## config.mk

```make
export PLATFORM = sky130hd
export DESIGN_NAME = vga_sync_gen
export DESIGN_NICKNAME = d
export VERILOG_FILES = /design/src/rtl/vga_sync_gen.sv
export SDC_FILE = /design/constraint.sdc
export NUM_CORES = 1
export LEC_CHECK = 0
export ABC_AREA = 1
export ABC_CLOCK_PERIOD_IN_PS = 3600
export CORE_MARGIN = 5
export CORE_UTILIZATION = 41
export DETAILED_ROUTE_END_ITERATION = 10
export SLEW_MARGIN = 20
export SYNTH_ARGS = -nofsm -noshare
export SYNTH_HDL_FRONTEND = slang
export SYNTH_SLANG_ARGS = --single-unit
```

## constraint.sdc

```tcl
create_clock -name clk -period 3.6 [get_ports clk]
set_clock_uncertainty 0.05 [all_clocks]
set_input_delay 0.36 -clock clk [delete_from_list [all_inputs] [get_ports clk]]
set_output_delay 0.36 -clock clk [all_outputs]
set_load 0.1 [all_outputs]
```

## src/rtl/vga_sync_gen.sv

```systemverilog
// ----------------------------------------------------------------------------
// vga_sync_gen
// Pixel-clock timing generator: produces the column/row position of the
// current pixel together with the matching horizontal/vertical sync pulses,
// a visible-area flag and a one-cycle start-of-frame pulse.
//
// Ports:
//   clk          in   pixel clock, rising-edge logic
//   rst          in   asynchronous, active-high reset
//   en           in   pixel-advance enable; everything holds while low
//                     (frame_start is dropped instead of held)
//   h_sync       out  registered horizontal sync, asserted level SYNC_ACTIVE
//   v_sync       out  registered vertical sync, asserted level SYNC_ACTIVE
//   col_counter  out  current column, 0..TOTAL_COLS-1
//   row_counter  out  current row, 0..TOTAL_ROWS-1
//   active       out  high inside the DISP_COLS x DISP_ROWS visible area
//   frame_start  out  one-cycle pulse when the position wraps to (0,0)
//
// All outputs are computed from the *next* position and registered in the
// same clock as the counters, so every output describes the position that
// is currently on col_counter/row_counter.
// ----------------------------------------------------------------------------
module vga_sync_gen #(
  parameter int TOTAL_COLS    = 1040,
  parameter int TOTAL_ROWS    = 666,
  parameter int DISP_COLS     = 800,
  parameter int DISP_ROWS     = 600,
  parameter int H_FRONT_PORCH = 56,
  parameter int H_SYNC_WIDTH  = 120,
  parameter int V_FRONT_PORCH = 37,
  parameter int V_SYNC_WIDTH  = 6,
  parameter bit SYNC_ACTIVE   = 1'b1
) (
  input  logic        clk,
  input  logic        rst,
  input  logic        en,
  output logic        h_sync,
  output logic        v_sync,
  output logic [11:0] col_counter,
  output logic [11:0] row_counter,
  output logic        active,
  output logic        frame_start
);

  // Parameter legality, rejected at elaboration.
  if (DISP_COLS + H_FRONT_PORCH + H_SYNC_WIDTH > TOTAL_COLS) begin : g_bad_h
    $error("vga_sync_gen: horizontal visible+porch+sync exceeds TOTAL_COLS");
  end
  if (DISP_ROWS + V_FRONT_PORCH + V_SYNC_WIDTH > TOTAL_ROWS) begin : g_bad_v
    $error("vga_sync_gen: vertical visible+porch+sync exceeds TOTAL_ROWS");
  end
  if (TOTAL_COLS > 4096 || TOTAL_ROWS > 4096) begin : g_bad_total
    $error("vga_sync_gen: TOTAL_COLS/TOTAL_ROWS must fit 12-bit counters");
  end

  localparam logic [11:0] C_LAST_COL  = 12'(TOTAL_COLS - 1);
  localparam logic [11:0] C_LAST_ROW  = 12'(TOTAL_ROWS - 1);
  localparam logic [11:0] C_DISP_COLS = 12'(DISP_COLS);
  localparam logic [11:0] C_DISP_ROWS = 12'(DISP_ROWS);
  localparam logic [11:0] C_HS_FIRST  = 12'(DISP_COLS + H_FRONT_PORCH);
  localparam logic [11:0] C_HS_LAST   = 12'(DISP_COLS + H_FRONT_PORCH + H_SYNC_WIDTH - 1);
  localparam logic [11:0] C_VS_FIRST  = 12'(DISP_ROWS + V_FRONT_PORCH);
  localparam logic [11:0] C_VS_LAST   = 12'(DISP_ROWS + V_FRONT_PORCH + V_SYNC_WIDTH - 1);

  logic [11:0] r_col;
  logic [11:0] r_row;
  logic        r_h_sync;
  logic        r_v_sync;
  logic        r_active;
  logic        r_frame_start;

  logic        w_col_wrap;
  logic        w_row_wrap;
  logic [11:0] w_col_nxt;
  logic [11:0] w_row_nxt;
  logic        w_h_sync_nxt;
  logic        w_v_sync_nxt;
  logic        w_active_nxt;
  logic        w_frame_start_nxt;

  // Next position and the outputs that belong to that position.
  always_comb begin
    w_col_wrap        = (r_col == C_LAST_COL);
    w_row_wrap        = (r_row == C_LAST_ROW);
    w_col_nxt         = r_col + 12'd1;
    w_row_nxt         = r_row;
    w_h_sync_nxt      = ~SYNC_ACTIVE;
    w_v_sync_nxt      = ~SYNC_ACTIVE;
    w_active_nxt      = 1'b0;
    w_frame_start_nxt = 1'b0;

    if (w_col_wrap) begin
      w_col_nxt = 12'd0;
      if (w_row_wrap) begin
        w_row_nxt         = 12'd0;
        w_frame_start_nxt = 1'b1;
      end else begin
        w_row_nxt = r_row + 12'd1;
      end
    end else begin
      w_row_nxt = r_row;
    end

    if (w_col_nxt >= C_HS_FIRST && w_col_nxt <= C_HS_LAST) begin
      w_h_sync_nxt = SYNC_ACTIVE;
    end else begin
      w_h_sync_nxt = ~SYNC_ACTIVE;
    end

    // Row only changes together with the column wrap, so v_sync can only
    // move on the clock where col_counter becomes 0.
    if (w_row_nxt >= C_VS_FIRST && w_row_nxt <= C_VS_LAST) begin
      w_v_sync_nxt = SYNC_ACTIVE;
    end else begin
      w_v_sync_nxt = ~SYNC_ACTIVE;
    end

    w_active_nxt = (w_col_nxt < C_DISP_COLS) && (w_row_nxt < C_DISP_ROWS);
  end

  // Position/output registers; frame_start is dropped (not held) while en=0
  // so it can never stretch beyond a single cycle.
  always_ff @(posedge clk or posedge rst) begin
    if (rst) begin
      r_col         <= 12'd0;
      r_row         <= 12'd0;
      r_h_sync      <= ~SYNC_ACTIVE;
      r_v_sync      <= ~SYNC_ACTIVE;
      r_active      <= 1'b1;
      r_frame_start <= 1'b0;
    end else if (en) begin
      r_col         <= w_col_nxt;
      r_row         <= w_row_nxt;
      r_h_sync      <= w_h_sync_nxt;
      r_v_sync      <= w_v_sync_nxt;
      r_active      <= w_active_nxt;
      r_frame_start <= w_frame_start_nxt;
    end else begin
      r_frame_start <= 1'b0;
    end
  end

  assign h_sync      = r_h_sync;
  assign v_sync      = r_v_sync;
  assign col_counter = r_col;
  assign row_counter = r_row;
  assign active      = r_active;
  assign frame_start = r_frame_start;

endmodule

```

==> reports/qor.yml <==
synth_edf_count: 0
max-vdd-ir-drop_uv: 650
grt_pass1_wl_um: 9180
end_kind: "output port"
yosysSeqAreaShare_pct: 33.7
grt-ovfl-total: 0
placed_cells: 418
io_pins: 31
tns_ns: 0
syn_nets: 332
slew_violations: 0
p_seq_share_pct: 29.6
drtPass1Iterations: 4
async_reset_ff_share_pct: 100
routed_wl_um: 5320
finalSetupViolCount: 0
cts_max_path_buffers: 2
antenna_found_initial: 0
start_util_pct: 41.6
synth_area_leader_cell: "dfrtp_1"
grt_max_degree: 29
drt-vias-per-instance: 4.87
utilization_pct: 50.1
vias: 2057
n_antenna_cell: 0
cp_top_family: "buffers and inverters"
root_buffer: "clkbuf_8"
powerDensity_nw_per_um2: 651
pwr-share-comb_pct: 54.4
hold_buffers: 0
synth.most_common_cell: "nand2_1"
yosys_warnings: 0
cpPeakStageDelay_ns: 1.19
hold_viol: 0
drcViolationCount: 0
synth_flop_cell: "dfrtp_1"
drt_iter0_drc: 129
tritoncts: "done"
clock_latency_ns: 0.29
relSlewSlack_pct: 34.7
reg2reg_from: "col_counter[1]"
status: "finished, final reports clean"
cts_sinks: 28
tritoncts.num_buffers: 3
synth_area_per_cell_um2: 6.41
synth_top_area_share_pct: 32.4
syn2layout_area_growth_pct: 20.5
cp_slowest_cell: "clkdlybuf4s50_1"
ys_ff_latch: 28
grt_use_total_pct: 17.9
worstPathRequired_ns: 3.19
final_cells: 422
htree_levels: 1
finalCritPeriodShare_pct: 67.2
worst-endpoint-arrival_ns: 2.01
synthTopCellsByArea: "dfrtp_1, nand2_1, nand3_1, inv_1, nor2_1"
startpoint_type: "register"
ctsResizeCount: 0
syn_inst: 325
rsz0062_at_grt: "false"
p_clk_share_pct: 16.0
die_w_um: 81.3
dieArea_um2: 6610
synth.cell_area_um2: 2080
ys_types: 31
num_rows: 26
r2r_setup_slack_ns: 1.44
fillers: 527
p_leak_uw: 0.00115
post_cts.repair.setup_buffers: 0
p_int_uw: 730
port_buffers: 30
drive_gt1_share_pct: 7.39
r2r_end: "v_sync"
grt_pass1_vias: 1902
path_buf_inv: 1
critPathKind: "reg2out"
fmax_mhz: 413
place_congestion: 0.818
die_h_um: 81.3
cap_violations: 0
yosys-top-cells-count: "nand2_1, inv_1, nand3_1, nor2_1, dfrtp_1"
core_um2: 5010
clk_pin_slew_worst_paths_ns: 0.11
rr_worst_depth: 11
swShare_pct: 55.4
period_needed_ns: 2.42
p_switching_uw: 905
final_antenna_net_count: 0
worstMarginPinSlew_ns: 0.977
nets: 360
min_path_type: "in2async"
wl_per_cell_um: 12.6
crit_fanout: 9
crit_chain: "clkdlybuf4s50_1"
post-dp-hpwl_um: 3930
per-layer routing:
metal  vias to the layer above  GRT usage (%)  part of all wire [%]
met5                         -              0                     0
met4                         0           5.24                   1.1
met3                         6           2.44                   4.5
met2                        54           26.8                    44
met1                       928           26.5                    50
li1                       1069              -                     -
power groups by stage:
stage / sequential [uW] / clock [uW] / combinational, uW
after detailed placement: 489 / 0 / 891
after CTS: 484 / 270 / 895
after global routing: 500 / 283 / 950
after floorplan: 914 / 0 / 259
final: 484 / 261 / 889
after global placement: 488 / 0 / 892
cell type report:
class                   instances  area (um^2)  area share (%)
multi-input cells             245         1170            46.7
flip-flops and latches         28          702            28.0
repair buffers                 32          315            12.6
inverters                      43          161            6.43
well taps                      70         87.6            3.49
clock buffers                   3         41.3            1.64
clock inverters                 1         30.0            1.20
cells by family after synthesis:
| logic type | Yosys count | share of synthesized area, % |
|---|---|---|
| AOI/OAI and AO/OA | 31 | 7.98 |
| DFF | 28 | 33.7 |
| adders and majority gates | 4 | 2.40 |
| buffers and inverters | 52 | 10.0 |
| and+or+nand+nor | 204 | 43.4 |
| xor gates and xnor gates | 6 | 2.52 |
worst max path at each step:
| stage | from | to | depth (start not counted) |
|---|---|---|---|
| 2_1_floorplan | col_counter[1] | active | 13 |
| 3_3_place_gp | en | v_sync | 6 |
| 3_5_place_dp | en | v_sync | 6 |
| 4_1_cts | row_counter[6] | row_counter[6] | 1 |
| 5_1_grt | row_counter[6] | row_counter[6] | 1 |
| 6_report | row_counter[2] | row_counter[2] | 1 |
registers in the layout, indices dropped and copies added, names as in the netlist:
register     cells
h_sync           1
active           1
col_counter     12
v_sync           1
frame_start      1
row_counter     12
cell usage in the layout, fill, tap and decap left out, drive strengths merged, types with 5 or more instances in the layout:
cell / instances
nand2: 114
inv: 43
nor2: 42
nand3: 35
clkdlybuf4s50: 30
dfrtp: 27
o21ai: 27
xor2: 5
nor3: 5
stage by stage:
| step | setup slack (ns) | hold slack, ns | power (uW) | instance area, um^2 |
|---|---|---|---|---|
| floorplan | 1.01 | 0.375 | 1170 | 2080 |
| global route | 1.11 | 0.466 | 1730 | 2510 |
| global placement | 1.39 | 0.410 | 1380 | 2440 |
| finish | 1.18 | 0.411 | 1640 | 2510 |
| detailed placement | 1.31 | 0.407 | 1380 | 2440 |
| CTS | 1.17 | 0.431 | 1650 | 2510 |
No activity file was read; power rests on OpenSTA's default activity.
==> RTL change: new RTL, config.mk and constraints unchanged <==
Add an input register stage for `en`, without a reset; this delays it by one clock.
--- a/src/rtl/vga_sync_gen.sv
+++ b/src/rtl/vga_sync_gen.sv
@@ -42,4 +42,10 @@
   output logic        frame_start
 );
+
+  logic en_q;
+
+  always_ff @(posedge clk) begin
+    en_q <= en;
+  end
 
   // Parameter legality, rejected at elaboration.
@@ -129,5 +135,5 @@
       r_active      <= 1'b1;
       r_frame_start <= 1'b0;
-    end else if (en) begin
+    end else if (en_q) begin
       r_col         <= w_col_nxt;
       r_row         <= w_row_nxt;
Function: changed (Yosys sat finds a counterexample within 4 cycles, from zero or initial values and one cycle with rst high).
==> RTL change against the original RTL <==
  * Sequential cell count increased by 1
  * Final cell count increased by 0.95%
  * First-iteration DRC count decreased by 21%
  * Die area increased by 0.84%
  * Routed wire length decreased by 0.85%
  * Sequential share of layout area increased by 0.15 points
  * Core utilization increased by 0.82 points
  * Final area increased by 2.3%
  * Setup slack improved by 0.021 ns
  * Area after synthesis increased by 0.96%
  * Synthesized cell count increased by 0.31%
Power is not compared: it rests on default switching activity, and its combinational part moved more than twofold at a synthesized area within 25%.
==> RTL change: results (changes against the original RTL) <==
stage	metric	value	unit	change
outcome	status	completed		unchanged
global_routing	gr-usage-all-layers	0.181		was 0.179
global_routing	grt_max_degree	42		was 29
placement	dpl_worst_slack	1.50	ns	was 1.31 ns
worst_setup_path	worstPathArrival	1.99	ns	was 2.01 ns
cts	cts_resized	0		unchanged
worst_setup_path	critPathSlowestCell	clkdlybuf4s50_1		unchanged
cts	clock_latency	0.28	ns	
cells_and_area	diodes	0		unchanged
power	leakagePower	1.16	nW	
synth	ys_top_cells_by_area	dfrtp_1 32%, nand2_1 20%, nand3_1 8.1%		was dfrtp_1 32%, nand2_1 20%, nand3_1 8.2%
synth	synthDistinctLibCells	32		was 31
cells_and_area	fill_cells	517		was 527
cts	cts-buffers-inserted	5		was 3
placement	portBuffers	30		unchanged
synth	yosysWarnings	0		unchanged
route	vias_per_cell	4.80		was 4.87
worst_hold_path	hold_class	input port to async pin		unchanged
sta	worst_slew_pin_slew	0.973	ns	was 0.977 ns
synth	yosys-top-cells-count	111 x nand2_1, 41 x inv_1, 34 x nand3_1		unchanged
cells_and_area	nNetsFinal	362		was 360
worst_setup_path	cp_top_family	buffers and inverters		unchanged
global_routing	grt_pass1_vias	1993		was 1902
route	wl_per_cell	12.4	um	was 12.6 um
worst_setup_path	cp_max_fo	10		was 9
cts	clk_path_buf_depth	2		unchanged
global_routing	antenna_found_initial	0		unchanged
worst_setup_path	max_stage_delay	1.19	ns	about the same
global_routing	grt_pass1_wl	9370	um	was 9180 um
route	firstDrtPassIters	4		unchanged
synth	synth_fp_nets	333		was 332
cts	postCtsSetupBuffers	0		unchanged
power	vdd_drop_max	0.000316	V	
route	drt_iter0_drc	102		was 129
cts	htree_levels	2		was 1
cells_and_area	drive_gt1_frac	0.0787		was 0.0739
placement	dpl_cell_area	0.00245	mm2	was 0.00244 mm2
cts	clk_pin_slew	0.07	ns	was 0.11 ns
placement	place_congestion	0.853		was 0.818
synth	ys_async_sr_fraction	0.966		was 1.00
cts	root_buffer	clkbuf_8		unchanged
placement	hpwl	3900	um	was 3930 um
synth	yosysSeqAreaShare	0.343		was 0.337
synth	synth_ff_type	dfrtp_1		unchanged
RTL change: changes by cell type in the layout (fill, tap and decap cells not counted), sizes merged:
cell    before  now
clkbuf       3    7
buf          2    1
dfxtp        0    1
RTL change: cell type report:
class | instances | share of cell area
Multi-Input combinational cell | 245 | 0.457
Sequential cell | 29 | 0.281
Timing Repair Buffer | 31 | 0.120
Inverter | 43 | 0.0628
Tap cell | 70 | 0.0341
Clock buffer | 7 | 0.0336
Clock inverter | 1 | 0.0117
RTL change: metrics by stage:
stage                      util  cells  hold slack, ns
after detailed placement  0.486    418           0.408
after CTS                 0.509    426           0.408
after global placement    0.486    418           0.412
after floorplan               -    326           0.338
final                     0.509    426           0.398
after global routing      0.509    426           0.436
RTL change: worst paths after layout:
path / from / to / slack, ns / cells past startpoint
worst max-delay path: row_counter[6] / row_counter[6] / 1.20 / 1
worst min register to register: active / active / 0.42 / 2
worst max register to register: col_counter[1] / v_sync / 1.51 / 11
worst min-delay path: rst / row_counter[4] / 0.40 / 3
max in group asynchronous: rst / active / 2.79 / 3
min in group clk: active / active / 0.42 / 2
RTL change: metal layers:
metal,wire length [um],track usage,up-vias
li1,-,-,1077
met1,2600,0.262,908
met2,2370,0.278,53
met3,265,0.0351,5
met4,39,0.0415,0
met5,0,0,-
RTL change: logic make-up after synthesis:
kind of cell	after synthesis	synth area share
buffers and inverters	52	0.0993
and+or+nand+nor	204	0.430
DFF	29	0.343
adders and majority gates	4	0.0238
xor gates and xnor gates	6	0.0250
AOI/OAI and AO/OA	31	0.0791
RTL change: where the power goes:
group | internal [mW] | switching (mW)
clock | 0.226 | 0.134
sequential | 0.357 | 0.0481
combinational | 0.0934 | 0.321
total | 0.676 | 0.503
